### src/rtl/stacker_pkg.sv
// Shared types and constants for the stacker block-array write path.
package stacker_pkg;

  localparam int ROWS  = 8;
  localparam int WIDTH = 8;
  localparam int ROW_W = $clog2(ROWS);

  typedef logic [ROW_W-1:0] row_t;
  typedef logic [WIDTH-1:0] data_t;

  typedef enum logic [1:0] {
    IDLE   = 2'd0,
    CLEAR  = 2'd1,
    COMMIT = 2'd2
  } state_e;

  localparam logic REQ_GAME = 1'b0;
  localparam logic REQ_PAT  = 1'b1;

  localparam row_t LAST_ROW = row_t'(ROWS - 1);

endpackage

### src/rtl/row_write_slot.sv
// One-entry holding slot for a row write; a push in the flush cycle survives
// because that write is ordered after the clear.
module row_write_slot
  import stacker_pkg::*;
(
  input  logic             clk,
  input  logic             reset,
  input  logic             valid_i,
  output logic             ready_o,
  input  logic [ROW_W-1:0] row_i,
  input  logic [WIDTH-1:0] data_i,
  input  logic             pop_i,
  input  logic             flush_i,
  output logic             full_o,
  output logic [ROW_W-1:0] row_o,
  output logic [WIDTH-1:0] data_o
);

  logic  full_q, full_d;
  row_t  row_q;
  data_t data_q;
  logic  push;

  assign ready_o = ~full_q;
  assign push    = valid_i & ~full_q;

  always_comb begin
    full_d = full_q;
    if (push)                 full_d = 1'b1;
    else if (flush_i | pop_i) full_d = 1'b0;
  end

  always_ff @(posedge clk) begin
    if (reset) begin
      full_q <= 1'b0;
      row_q  <= '0;
      data_q <= '0;
    end else begin
      full_q <= full_d;
      if (push) begin
        row_q  <= row_i;
        data_q <= data_i;
      end
    end
  end

  assign full_o = full_q;
  assign row_o  = row_q;
  assign data_o = data_q;

endmodule

### src/rtl/blockarray_write_arbiter.sv
// Shares the block array write port between clear, game and pattern writers;
// all writes are deferred to vertical blanking. Also emits the frame tick.
//   state  | meaning
//   IDLE   | waiting for vblank with work pending
//   CLEAR  | writing zero to row cnt, one row per cycle
//   COMMIT | single-cycle write of the selected slot
module blockarray_write_arbiter
  import stacker_pkg::*;
(
  input  logic             clk,
  input  logic             reset,
  input  logic             vblank,
  input  logic             clr_req,
  output logic             clr_done,
  input  logic             game_valid,
  output logic             game_ready,
  input  logic [ROW_W-1:0] game_row,
  input  logic [WIDTH-1:0] game_data,
  input  logic             pat_valid,
  output logic             pat_ready,
  input  logic [ROW_W-1:0] pat_row,
  input  logic [WIDTH-1:0] pat_data,
  output logic             wr_en,
  output logic [ROW_W-1:0] wr_row,
  output logic [WIDTH-1:0] wr_data,
  output logic             frame_tick,
  output logic             busy
);

  state_e state_q;
  row_t   cnt_q;
  logic   vb_q;
  logic   clear_pending_q, clear_pending_d;
  logic   wr_en_q, clr_done_q, frame_tick_q;
  row_t   wr_row_q;
  data_t  wr_data_q;

  logic   game_full, pat_full;
  row_t   game_slot_row, pat_slot_row;
  data_t  game_slot_data, pat_slot_data;

  logic   go_clear, go_game, go_pat, commit_sel;
  row_t   commit_row;
  data_t  commit_data;

  row_write_slot u_game_slot (
    .clk     (clk),
    .reset   (reset),
    .valid_i (game_valid),
    .ready_o (game_ready),
    .row_i   (game_row),
    .data_i  (game_data),
    .pop_i   (go_game),
    .flush_i (clr_req),
    .full_o  (game_full),
    .row_o   (game_slot_row),
    .data_o  (game_slot_data)
  );

  row_write_slot u_pat_slot (
    .clk     (clk),
    .reset   (reset),
    .valid_i (pat_valid),
    .ready_o (pat_ready),
    .row_i   (pat_row),
    .data_i  (pat_data),
    .pop_i   (go_pat),
    .flush_i (clr_req),
    .full_o  (pat_full),
    .row_o   (pat_slot_row),
    .data_o  (pat_slot_data)
  );

  always_comb begin
    go_clear = 1'b0;
    go_game  = 1'b0;
    go_pat   = 1'b0;
    if (state_q == IDLE && vb_q) begin
      if (clear_pending_q) go_clear = 1'b1;
      else if (game_full)  go_game  = 1'b1;
      else if (pat_full)   go_pat   = 1'b1;
    end
    commit_sel  = go_game ? REQ_GAME : REQ_PAT;
    commit_row  = (commit_sel == REQ_GAME) ? game_slot_row  : pat_slot_row;
    commit_data = (commit_sel == REQ_GAME) ? game_slot_data : pat_slot_data;

    // A clr_req landing on the final clear row is absorbed, not re-queued.
    clear_pending_d = clear_pending_q;
    if (state_q == CLEAR && cnt_q == LAST_ROW) clear_pending_d = 1'b0;
    else if (clr_req)                          clear_pending_d = 1'b1;
  end

  always_ff @(posedge clk) begin
    if (reset) begin
      state_q         <= IDLE;
      cnt_q           <= '0;
      vb_q            <= 1'b0;
      clear_pending_q <= 1'b0;
      wr_en_q         <= 1'b0;
      wr_row_q        <= '0;
      wr_data_q       <= '0;
      clr_done_q      <= 1'b0;
      frame_tick_q    <= 1'b0;
    end else begin
      vb_q            <= vblank;
      frame_tick_q    <= vblank & ~vb_q;
      clear_pending_q <= clear_pending_d;
      wr_en_q         <= 1'b0;
      clr_done_q      <= 1'b0;
      case (state_q)
        IDLE: begin
          if (go_clear) begin
            state_q   <= CLEAR;
            cnt_q     <= '0;
            wr_en_q   <= 1'b1;
            wr_row_q  <= '0;
            wr_data_q <= '0;
          end else if (go_game || go_pat) begin
            state_q   <= COMMIT;
            wr_en_q   <= 1'b1;
            wr_row_q  <= commit_row;
            wr_data_q <= commit_data;
          end
        end
        CLEAR: begin
          if (cnt_q == LAST_ROW) begin
            clr_done_q <= 1'b1;
            cnt_q      <= '0;
            state_q    <= IDLE;
          end else begin
            cnt_q     <= cnt_q + 1'b1;
            wr_en_q   <= 1'b1;
            wr_row_q  <= cnt_q + 1'b1;
            wr_data_q <= '0;
          end
        end
        COMMIT:  state_q <= IDLE;
        default: state_q <= IDLE;
      endcase
    end
  end

  assign wr_en      = wr_en_q;
  assign wr_row     = wr_row_q;
  assign wr_data    = wr_data_q;
  assign clr_done   = clr_done_q;
  assign frame_tick = frame_tick_q;
  assign busy       = (state_q != IDLE) | clear_pending_q | game_full | pat_full;

endmodule

### config.mk
export PLATFORM = sky130hd
export DESIGN_NAME = blockarray_write_arbiter
export DESIGN_NICKNAME = d
export VERILOG_FILES = /design/src/rtl/stacker_pkg.sv /design/src/rtl/row_write_slot.sv /design/src/rtl/blockarray_write_arbiter.sv
export SDC_FILE = /design/constraint.sdc
export NUM_CORES = 1
export LEC_CHECK = 0
export BUFFER_PORTS_ARGS = -buffer_cell sky130_fd_sc_hd__buf_2
export CAP_MARGIN = 20
export CORE_ASPECT_RATIO = 0.6
export CORE_MARGIN = 1.5
export CORE_UTILIZATION = 39
export DETAILED_ROUTE_END_ITERATION = 16
export PLACE_DENSITY = 0.62
export SLEW_MARGIN = 20
export SYNTH_ARGS = -nofsm -noshare
export SYNTH_HDL_FRONTEND = slang
export SYNTH_SLANG_ARGS = --single-unit
### constraint.sdc
create_clock -name clk -period 3.48 [get_ports clk]
set_input_delay 0.348 -clock clk [delete_from_list [all_inputs] [get_ports clk]]
set_output_delay 0.348 -clock clk [all_outputs]
set_load 0.005 [all_outputs]
==> summary.txt <==
Synthesis
  • Synthesized instance count: 199
  • Synth Flop Type: dfxtp_1
  • EDFF count, synth: 0
  • Sequential share of the synthesized area: roughly half
  • Asr flop ratio synth: 0%
  • Area share of the largest cell type after synthesis: 50.1%
  • Largest area contributor in the netlist: dfxtp_1
  • Syn nets: 229
  • Top-count cell post-synth: nand2_1
  • Synth Area per Inst: 9.04 um^2
  • Synth cell types: 33
  • Mapped cell area: about 0.0018 mm^2
  • Synthesis-stage register bit count: 45
  • Syn. warnings: 0
  • Synth area leaders: dfxtp_1 (50%), nand2_1 (10%), a21oi_1 (7.2%)
  • Post-synth top cells: nand2_1 (50), dfxtp_1 (45), a21oi_1 (26)

Pwr
  • Net Sw Frac: 24.3%
  • Seq pwr share: 51.4%
  • Total Power: 1.09 mW
  • Clk pwr share: 37.9%
  • Leakage: 0.965 nW
  • Logic pwr share: 10.6%
  • Sw power: between 0.2 and 0.3 mW
  • Pwr per Cell Area: about 500 mW/mm^2
  • Pint: 0.823 mW
  • Peak supply drop: roughly 240 uV

Layout
  • Final nets: 270
  • Layout cells sized above 1: approximately a quarter
  • Fill cells: around 430
  • Core Util, Final: roughly half
  • P&R area growth vs syn: 20.5%
  • Layout Cells excl Fill: 301
  • Final instance area: ~0.0022 mm^2
  • Storage cell area: 901 um^2
  • Area of the multi-input gates: 836 um^2
  • N_diodes: 0

Setup path
  • WP data required: 3.70 ns
  • R2R depth: 6
  • R2r startpoint: cnt_q[0]
  • Critical Path Sink Type: flip-flop
  • Critical R2R Capture: wr_row[2]
  • R2R Setup Slk: between 1.5 and 2 ns
  • Worst Setup Path Type: flip-flop to flip-flop
  • Max FO, Critical Path: 11
  • Critical Path AT: slightly above 2 ns
  • CP Launch Type: flip-flop

Route
  • Total Wirelength: roughly 4.2 mm
  • Vias/cell: between 4 and 5
  • DRT iter0 DRCs: 47
  • Post-route ant nets: 0
  • Drt pass-1 iters: 6
  • Routed len/inst: 14.1 um
  • DRC Markers: 0
  • DR vias: between 1000 and 1500

Worst hold path
  • Worst hold path type: input pin to flip-flop
  • Worst min-delay path startpoint: game_data[6]
  • Worst Hold Depth: 3
  • Hold Path End: u_game_slot.data_o[6]

CTS
  • # clock sinks: 45
  • Hold Buf Count CTS: 0
  • TritonCTS clock tree: done
  • H-tree depth: 2
  • Cts repair resizes: 0
  • Num CTS Buffers: 5
  • Clock Path Buffers: 2
  • Clock transition at the registers of the reported paths: 0.09 ns
  • Worst-Skew Late Latency: 0.30 ns
  • Postcts setup bufs: 0
  • Root Driver: clkbuf_8

GRT
  • Vias in the first global route: 1312
  • GRT Overall Usage: 17.5%
  • Grt ovf: 0
  • Initial antenna violation count: 0
  • Pin count of the biggest net entering global routing: 40
  • Global-route wire length before repair: 6.73 mm

Timing
  • Fin crit share: 53.2%
  • Fin crit period: 1.85 ns
  • WHS: ~0.27 ns
  • Final Worst Setup Slack: between 1.5 and 2 ns
  • Fin. Hold Viols: 0
  • RSZ-0062 raised after global routing: false
  • Max Slew Vio Count: 0
  • Setup TNS: 0 ns
  • Worst Tran Pin Value: around 0.91 ns
  • Slew headroom: 39.3%
  • Setup-failing EPs final: 0
  • Max Clk Rate: roughly 540 MHz
  • Clk_skew: 0.00970 ns

Placement
  • Placed cell area: 0.00205 mm^2
  • Number of port buffers: 44
  • DP Cell Count: 293
  • DP HPWL: 2.97 mm
  • GP Congestion: a little under 0.8
  • Pre-CTS WS: 1.62 ns

Floorplanning
  • Core area: 0.00426 mm^2
  • Die area: 0.00504 mm^2
  • Initial Util: between 40% and 50%
  • Die height: 55.6 um
  • Ports: 45
  • Die width: 90.7 um
  • FP Rows: 18

Outcome
  • Status: finished, final reports clean

Job
  • Max Cap Violations: 0
[routing by layer]
| layer | vias up | share of wire (%) | routed length (um) | global-route usage [%] |
|---|---|---|---|---|
| li1 | 758 | - | - | - |
| met2 | 49 | 35 | 1490 | 20.3 |
| met5 | - | 0 | 0 | 0 |
| met4 | 0 | 1.0 | 44 | 6.12 |
| met1 | 664 | 57 | 2420 | 28.9 |
| met3 | 5 | 6.6 | 278 | 4.78 |
[cell type report]
type | instances | share of cell area [%]
Clock buffer | 6 | 3.81
Clock inverter | 2 | 1.73
Inverter | 4 | 0.693
Multi-Input combinational cell | 140 | 38.6
Sequential cell | 45 | 41.6
Tap cell | 60 | 3.46
Timing Repair Buffer | 44 | 10.2
[layout by cell type, fill, tap and decap left out, types with 2 or more instances in the layout]
master     instances
mux2i_1           11
clkbuf_8           6
buf_2             44
nor2_1            10
nor2b_1            6
nor3_2             2
inv_1              4
mux2_2             2
ha_1               2
a21oi_1           26
nor3b_2            2
nand2b_1           3
dfxtp_1           45
nand3b_1           3
o2bb2ai_1          8
nand2_1           50
[how the worst max path moves through the flow]
stage / startpoint / to / slack [ns] / cells past startpoint
2_1_floorplan: cnt_q[0] / wr_row[1] / 1.84 / 6
3_3_place_gp: cnt_q[0] / wr_row[2] / 1.68 / 6
3_5_place_dp: cnt_q[0] / wr_row[2] / 1.62 / 6
4_1_cts: cnt_q[0] / wr_row[2] / 1.60 / 6
5_1_grt: cnt_q[0] / wr_row[2] / 1.43 / 6
6_report: cnt_q[0] / wr_row[2] / 1.63 / 6
[sequential cells by signal (all words and copies together), names as in the netlist, 2 cells and up]
name / flops
u_game_slot.data_o: 8
u_pat_slot.row_o: 3
u_game_slot.row_o: 3
state_q: 2
u_pat_slot.data_o: 8
cnt_q: 3
wr_data: 8
wr_row: 3
[critical path, cell delays in order (launching register included)]
cell and delay, ns:
dfxtp_1 0.34, ha_1 0.20, ha_1 0.24, nor3b_2 0.31, o21bai_4 0.22, nand3b_2 0.25, o21ai_0 0.21
[power by group through the flow]
stage / clock, mW / sequential (mW) / combinational [mW]
after CTS: 0.421 / 0.559 / 0.117
after floorplan: 0 / 0.566 / 0.0762
after global placement: 0 / 0.570 / 0.115
final: 0.413 / 0.559 / 0.116
after detailed placement: 0 / 0.571 / 0.116
after global routing: 0.442 / 0.562 / 0.130
[logic make-up after synthesis]
logic type / synth area share, %
AND/OR/NAND/NOR: 22.1
buffers and inverters: 3.41
adder cells (fa/ha/maj): 1.39
AO/OA/AOI/OAI: 15.7
flip-flops: 50.1
multiplexers: 7.38
Power figures use the tool's default switching activity.
